File: src/rtl/level_sensor_filter_pkg.sv
// Shared definitions for the level sensor conditioning stage.
//   fault_state_e   : fault FSM encodings, shared with the tank controller
//   SAFE_LVL        : sensor level forced while a fault is latched (reads FULL)
//   is_implausible  : lower dry while upper wet, which cannot happen physically
package level_sensor_filter_pkg;

    typedef enum logic [1:0] {
        ST_OK      = 2'b00,
        ST_SUSPECT = 2'b01,
        ST_FAULT   = 2'b10
    } fault_state_e;

    localparam logic SAFE_LVL = 1'b1;

    function automatic logic is_implausible(input logic lvl_i, input logic lvl_s);
        return !lvl_i && lvl_s;
    endfunction

endpackage

File: src/rtl/sensor_debounce.sv
// One float-switch channel: 2-flop synchroniser followed by a debouncer.
//   clk    in  system clock, rising edge
//   reset  in  asynchronous, active-low reset
//   d_raw  in  raw switch level, asynchronous to clk
//   q      out debounced level; follows the synchronised input only after it
//              has differed for DEBOUNCE_CYCLES consecutive cycles
import level_sensor_filter_pkg::*;

module sensor_debounce #(
    parameter int DEBOUNCE_CYCLES = 16
) (
    input  logic clk,
    input  logic reset,
    input  logic d_raw,
    output logic q
);

    localparam int              CNT_W   = (DEBOUNCE_CYCLES > 1) ? $clog2(DEBOUNCE_CYCLES) : 1;
    localparam logic [CNT_W-1:0] CNT_MAX = CNT_W'(DEBOUNCE_CYCLES - 1);

    logic             sync1_q, sync2_q;
    logic             lvl_q, lvl_d;
    logic [CNT_W-1:0] cnt_q, cnt_d;

    // The second flop resolves metastability from the first; nothing may sit between them.
    // NOTE: sequential state uses non-blocking assignments so every flop samples
    // the pre-edge value of its source, independent of statement order.
    always_ff @(posedge clk or negedge reset) begin
        if (!reset) begin
            sync1_q <= SAFE_LVL;
            sync2_q <= SAFE_LVL;
        end else begin
            sync1_q <= d_raw;
            sync2_q <= sync1_q;
        end
    end

    // Any cycle where the synchronised input agrees with the stable level
    // restarts the count, so only an unbroken run of disagreement flips q.
    // NOTE: every variable written here gets a default first, so no path
    // leaves it unassigned and no latch is inferred.
    always_comb begin
        lvl_d = lvl_q;
        cnt_d = '0;
        if (sync2_q != lvl_q) begin
            if (cnt_q == CNT_MAX) begin
                lvl_d = sync2_q;
            end else begin
                cnt_d = cnt_q + CNT_W'(1);
            end
        end
    end

    always_ff @(posedge clk or negedge reset) begin
        if (!reset) begin
            lvl_q <= SAFE_LVL;
            cnt_q <= '0;
        end else begin
            lvl_q <= lvl_d;
            cnt_q <= cnt_d;
        end
    end

    assign q = lvl_q;

endmodule

File: src/rtl/level_sensor_filter.sv
// Conditioning stage in front of the tank pump controller.
//   clk          in  system clock, rising edge
//   reset        in  asynchronous, active-low reset
//   I_raw        in  raw lower float switch
//   S_raw        in  raw upper float switch
//   clear_fault  in  single-cycle request to clear a latched fault
//   I            out filtered lower level (forced to SAFE_LVL in fault)
//   S            out filtered upper level (forced to SAFE_LVL in fault)
//   fault        out implausible pair (I=0,S=1) latched
//   valid        out startup settle window complete
import level_sensor_filter_pkg::*;

module level_sensor_filter #(
    parameter int DEBOUNCE_CYCLES = 16,
    parameter int FAULT_CYCLES    = 64
) (
    input  logic clk,
    input  logic reset,
    input  logic I_raw,
    input  logic S_raw,
    input  logic clear_fault,
    output logic I,
    output logic S,
    output logic fault,
    output logic valid
);

    // fcnt is 1 on entry to SUSPECT, so it must be able to hold 1 even when FAULT_CYCLES==1.
    localparam int                FCNT_W    = $clog2(FAULT_CYCLES + 1);
    localparam logic [FCNT_W-1:0] FCNT_LAST = FCNT_W'(FAULT_CYCLES - 1);
    localparam int                SCNT_W    = $clog2(DEBOUNCE_CYCLES + 2);
    localparam logic [SCNT_W-1:0] SCNT_LAST = SCNT_W'(DEBOUNCE_CYCLES + 1);

    logic              q_i, q_s, impl;
    fault_state_e      state_q, state_d;
    logic [FCNT_W-1:0] fcnt_q, fcnt_d;
    logic              fault_q;
    logic [SCNT_W-1:0] start_cnt_q;
    logic              valid_q;

    sensor_debounce #(.DEBOUNCE_CYCLES(DEBOUNCE_CYCLES)) u_deb_i (
        .clk   (clk),
        .reset (reset),
        .d_raw (I_raw),
        .q     (q_i)
    );

    sensor_debounce #(.DEBOUNCE_CYCLES(DEBOUNCE_CYCLES)) u_deb_s (
        .clk   (clk),
        .reset (reset),
        .d_raw (S_raw),
        .q     (q_s)
    );

    assign impl = is_implausible(q_i, q_s);

    // fcnt counts consecutive implausible samples including the one that
    // entered SUSPECT; the ">=" lets FAULT_CYCLES==1 still reach FAULT one
    // edge after SUSPECT.
    always_comb begin
        state_d = state_q;
        fcnt_d  = '0;
        unique case (state_q)
            ST_OK: begin
                if (impl) begin
                    state_d = ST_SUSPECT;
                    fcnt_d  = FCNT_W'(1);
                end
            end
            ST_SUSPECT: begin
                if (!impl) begin
                    state_d = ST_OK;
                end else if (fcnt_q >= FCNT_LAST) begin
                    state_d = ST_FAULT;
                end else begin
                    fcnt_d = fcnt_q + FCNT_W'(1);
                end
            end
            ST_FAULT: begin
                // A clear is only honoured once the sensors read plausibly again.
                if (clear_fault && !impl) begin
                    state_d = ST_OK;
                end
            end
            default: state_d = ST_FAULT;
        endcase
    end

    always_ff @(posedge clk or negedge reset) begin
        if (!reset) begin
            state_q <= ST_OK;
            fcnt_q  <= '0;
            fault_q <= 1'b0;
        end else begin
            state_q <= state_d;
            fcnt_q  <= fcnt_d;
            // Loaded from the next state so the flag lands on the same edge as FAULT.
            fault_q <= (state_d == ST_FAULT);
        end
    end

    // valid marks the end of the first full debounce latency after reset.
    always_ff @(posedge clk or negedge reset) begin
        if (!reset) begin
            start_cnt_q <= '0;
            valid_q     <= 1'b0;
        end else if (!valid_q) begin
            if (start_cnt_q == SCNT_LAST) begin
                valid_q <= 1'b1;
            end else begin
                start_cnt_q <= start_cnt_q + SCNT_W'(1);
            end
        end
    end

    // Levels come straight from the debounce flops and the fault flag is a
    // flop, so these outputs change only on clock or reset edges. In SUSPECT
    // the implausible pair is passed through; the controller idles pumps on it.
    assign I     = fault_q ? SAFE_LVL : q_i;
    assign S     = fault_q ? SAFE_LVL : q_s;
    assign fault = fault_q;
    assign valid = valid_q;

endmodule

File: config.mk
export PLATFORM = sky130hd
export DESIGN_NAME = level_sensor_filter
export DESIGN_NICKNAME = d
export VERILOG_FILES = /design/src/rtl/level_sensor_filter_pkg.sv /design/src/rtl/sensor_debounce.sv /design/src/rtl/level_sensor_filter.sv
export SDC_FILE = /design/constraint.sdc
export NUM_CORES = 1
export LEC_CHECK = 0
export BUFFER_PORTS_ARGS = -buffer_cell sky130_fd_sc_hd__clkbuf_2
export CAP_MARGIN = 20
export CORE_ASPECT_RATIO = 1.4
export CORE_MARGIN = 3
export CORE_UTILIZATION = 60
export CTS_BUF_LIST = sky130_fd_sc_hd__clkbuf_8
export DETAILED_ROUTE_END_ITERATION = 10
export PLACE_DENSITY = 0.79
export SLEW_MARGIN = 10
export SYNTH_ARGS = -nofsm -noshare
export SYNTH_HDL_FRONTEND = slang
export SYNTH_SLANG_ARGS = --single-unit
export TNS_END_PERCENT = 100
File: constraint.sdc
create_clock -name clk -period 3.75 [get_ports clk]
set_clock_uncertainty 0.1 [all_clocks]
set_input_delay 0.75 -clock clk [delete_from_list [all_inputs] [get_ports clk]]
set_output_delay 0.75 -clock clk [all_outputs]
set_load 0.01 [all_outputs]
==> impl_metrics.tcl <==
set metrics [dict create \
    syn-mean-instance-area_sq_um 11.9 \
    clkSlewWorstSetupHoldPaths_ns 0.06 \
    worstPathBufferInverterCount 1 \
    drt_pre_antenna_iters 4 \
    grt.met1_usage_pct 19.3 \
    detail-route-antenna-nets 0 \
    antenna_cells 0 \
    postSynthCellCount 111 \
    final.fill_count 130 \
    chipWidth_um 45.6 \
    synth_flop_cell "dfrtp_1" \
    dr_total_vias 848 \
    synth.top_cells.by_count "dfrtp_1 (24), a21oi_1 (7), dfstp_2 (6), nor2_1 (6), xnor2_1 (6)" \
    yosys.area.top_type_share_pct 45.6 \
    startpoint "u_deb_s.q" \
    timing.final.max_slew_violations 0 \
    synthAdderAreaFrac_pct 4.75 \
    final_area_sq_mm 0.00149 \
    dp_hpwl_um 1330 \
    crit_path_cell_trace "or2_2, clkbuf_2" \
    period_needed_ns 1.92 \
    synth_simple_gate_area_share_pct 16.0 \
    path_depth 2 \
    synth_compound_gate_area_share_pct 12.8 \
    routedWlPerCell_um 13.2 \
    total_leakage_power_nw 0.638 \
    clock_tree_from_tritoncts "built" \
    yosys.cell_count.top_type "dfrtp_1" \
    area_growth_pct 13.3 \
    final_util_pct 73.8 \
    die_h_um 61.4 \
    boundaryPins 9 \
    number_of_global_route_vias_before_repair 791 \
    status "finished, final reports clean" \
    timing.reg2reg.worst_path_depth 4 \
    synthesis.nets 121 \
    grt_pass1_wl_um 3330 \
    worst_skew_pair.late_latency_ns 0.28 \
    core-area_sq_mm 0.00202 \
    ys_seq_elements 30 \
    floorplan.die_area_sq_mm 0.00280 \
    regToRegStartpoint "fcnt_q[0]" \
    cts.root.buffer_cell "clkbuf_8" \
    synth.largest_area_cell "dfrtp_1" \
    grt_util_met3_pct 9.65 \
    max_cap_violations 0 \
    worstHoldPathType "flop to flop" \
    number_of_buffers_created_by_cts 5 \
    synth.area.top_cells "dfrtp_1 (46%), dfstp_2 (12%), ha_1 (4.8%), xnor2_1 (4.0%), a21oi_1 (2.7%)" \
    syn_area_sq_mm 0.00132 \
    post-cts-setup-buffer-count 0 \
    drive_gt1_share_pct 24.4 \
    worst_hold_slack_ns 0.258 \
    residual_overflow_from_global_routing 0 \
    seq_area_frac_synth_pct 57.6 \
    cts_repair_resize_count 0 \
    cts.htree.levels 2 \
    initial_antenna_violation_count 0 \
    yosys.area_share.xor_xnor_pct 4.66 \
    worst_pin_slew_ns 0.694 \
    hold_path_depth 0 \
    cts_buffer_depth 2 \
    highest_clock_frequency_the_design_can_meet_mhz 520 \
    critPathMaxFanout 5 \
    setup-tns-final_ns 0 \
    final-setup-viol-count 0 \
    finalNetCount 136 \
    row_count 19 \
    maximum_number_of_pins_on_one_net_before_global_route_repair 31 \
    power_density_mw_per_mm2 452 \
    criticalPathCategory "flop to primary output" \
    floorplan.initialDensity_pct 65.1 \
    avgViaCountPerCell 5.73 \
    worst_hold_path_startpoint "u_deb_s.sync1_q" \
    startpoint_type "flop" \
    dr.first_iter.drc_count 20 \
    critical-path-top-delay-family "flip-flops" \
    slowest_cell_delay_on_critical_path_ns 0.39 \
    grt_setup_unrepaired "false" \
    critical_path_cell_with_the_highest_stage_delay "dfstp_2" \
    grt-busiest-layer "met2" \
    met2_track_usage_gr_pct 27.1 \
    routabilityCongestion 0.820 \
    share_of_flip_flops_with_an_asynchronous_set_or_reset_pct 100 \
    worst-endpoint-required_ns 2.90 \
    ys_warn_count 0 \
    groute.usage.overall_pct 17.6 \
    drc 0 \
    number_of_enable_type_register_cells_in_the_synthesized_netlist 0 \
    critPathCaptureType "primary output" \
    synth_mux_area_share_pct 2.47 \
    routed_wirelength_um 1960 \
    post_synth_num_cell_types 33 \
    worstPathArrival_ns 1.07 \
    timing.final.hold_violations 0 \
    max-slew-margin-rel_pct 53.7 \
    finalCritPeriodShare_pct 51.3 \
    vdd_drop_max_v 0.000562 \
    quantity_of_hold_fixing_buffers_added_after_cts 0 \
    clock_sinks 30 \
    main_combinational_cell_family_by_area_after_synthesis "simple AND/OR/NAND/NOR gates" \
    place_area_sq_mm 0.00138 \
    placement.io_buffers 8 \
]
## cell families after synthesis
kind of cell / after synthesis
simple gates: 34
flops: 30
compound gates: 26
xor+xnor: 7
fa+ha+maj: 5
buf+inv: 5
mux: 3
other cells: 1
## worst reg2reg max path: cells and delay by family (launching register included)
kind,cells,cell delay (ns)
adder cells (fa/ha/maj),1,0.26
flip-flops,1,0.43
AO/OA/AOI/OAI,3,0.58
## registers in the layout, indices dropped and copies added (netlist names)
name,cells
fault,1
u_deb_s.q,1
u_deb_s.sync2_q,1
start_cnt_q,5
state_q,2
u_deb_i.sync1_q,1
u_deb_i.cnt_q,4
fcnt_q,7
u_deb_s.cnt_q,4
valid,1
u_deb_i.q,1
u_deb_s.sync1_q,1
u_deb_i.sync2_q,1
## path summary, 6_finish.rpt
| check | endpoint | slack, ns |
|---|---|---|
| min reg2reg | u_deb_s.sync2_q | 0.26 |
| max reg2reg | state_q[0] | 2.29 |
| min | u_deb_s.sync2_q | 0.26 |
| min in group asynchronous | u_deb_i.cnt_q[3] | 0.40 |
| max in group asynchronous | fcnt_q[0] | 2.70 |
| max | S | 1.83 |
## through the flow
stage                     total power, mW  std cells  setup WS (ns)
after CTS                           0.688        148           1.81
after global routing                0.708        148           1.78
after global placement              0.367        140           2.13
after detailed placement            0.368        140           2.12
final                               0.675        148           1.83
after floorplan                     0.357        111           2.20
## cells in the final DEF, fill, tap and decap left out, drive strengths merged, types with 4 or more instances in the layout
cell type and n:
dfrtp 24, clkbuf 13, a21oi 8, xnor2 6, nor2 6, dfstp 6
nand3 6, o21ai 6, inv 5, ha 5, nor2b 4
## layer usage
metal	vias up	wire, um
met5	-	0
met4	0	31
met3	4	86
met2	13	967
met1	409	871
li1	422	-
## final cells by class
cell class,instances,area (sq um),share of cell area (%)
flip-flops and latches,30,758,50.8
multi-input cells,76,539,36.2
repair buffers,8,40.0,2.68
well taps,21,26.3,1.76
clock inverters,3,40.0,2.68
clock buffers,5,68.8,4.61
inverters,5,18.8,1.26
## report_power, final
part / leakage [nW] / internal (mW) / total (mW) / switching (mW)
Sequential: 0.375 / 0.334 / 0.340 / 0.00663
Combinational: 0.206 / 0.00903 / 0.0219 / 0.0129
Clock: 0.0579 / 0.195 / 0.312 / 0.117
(Power assumes the default switching activity.)
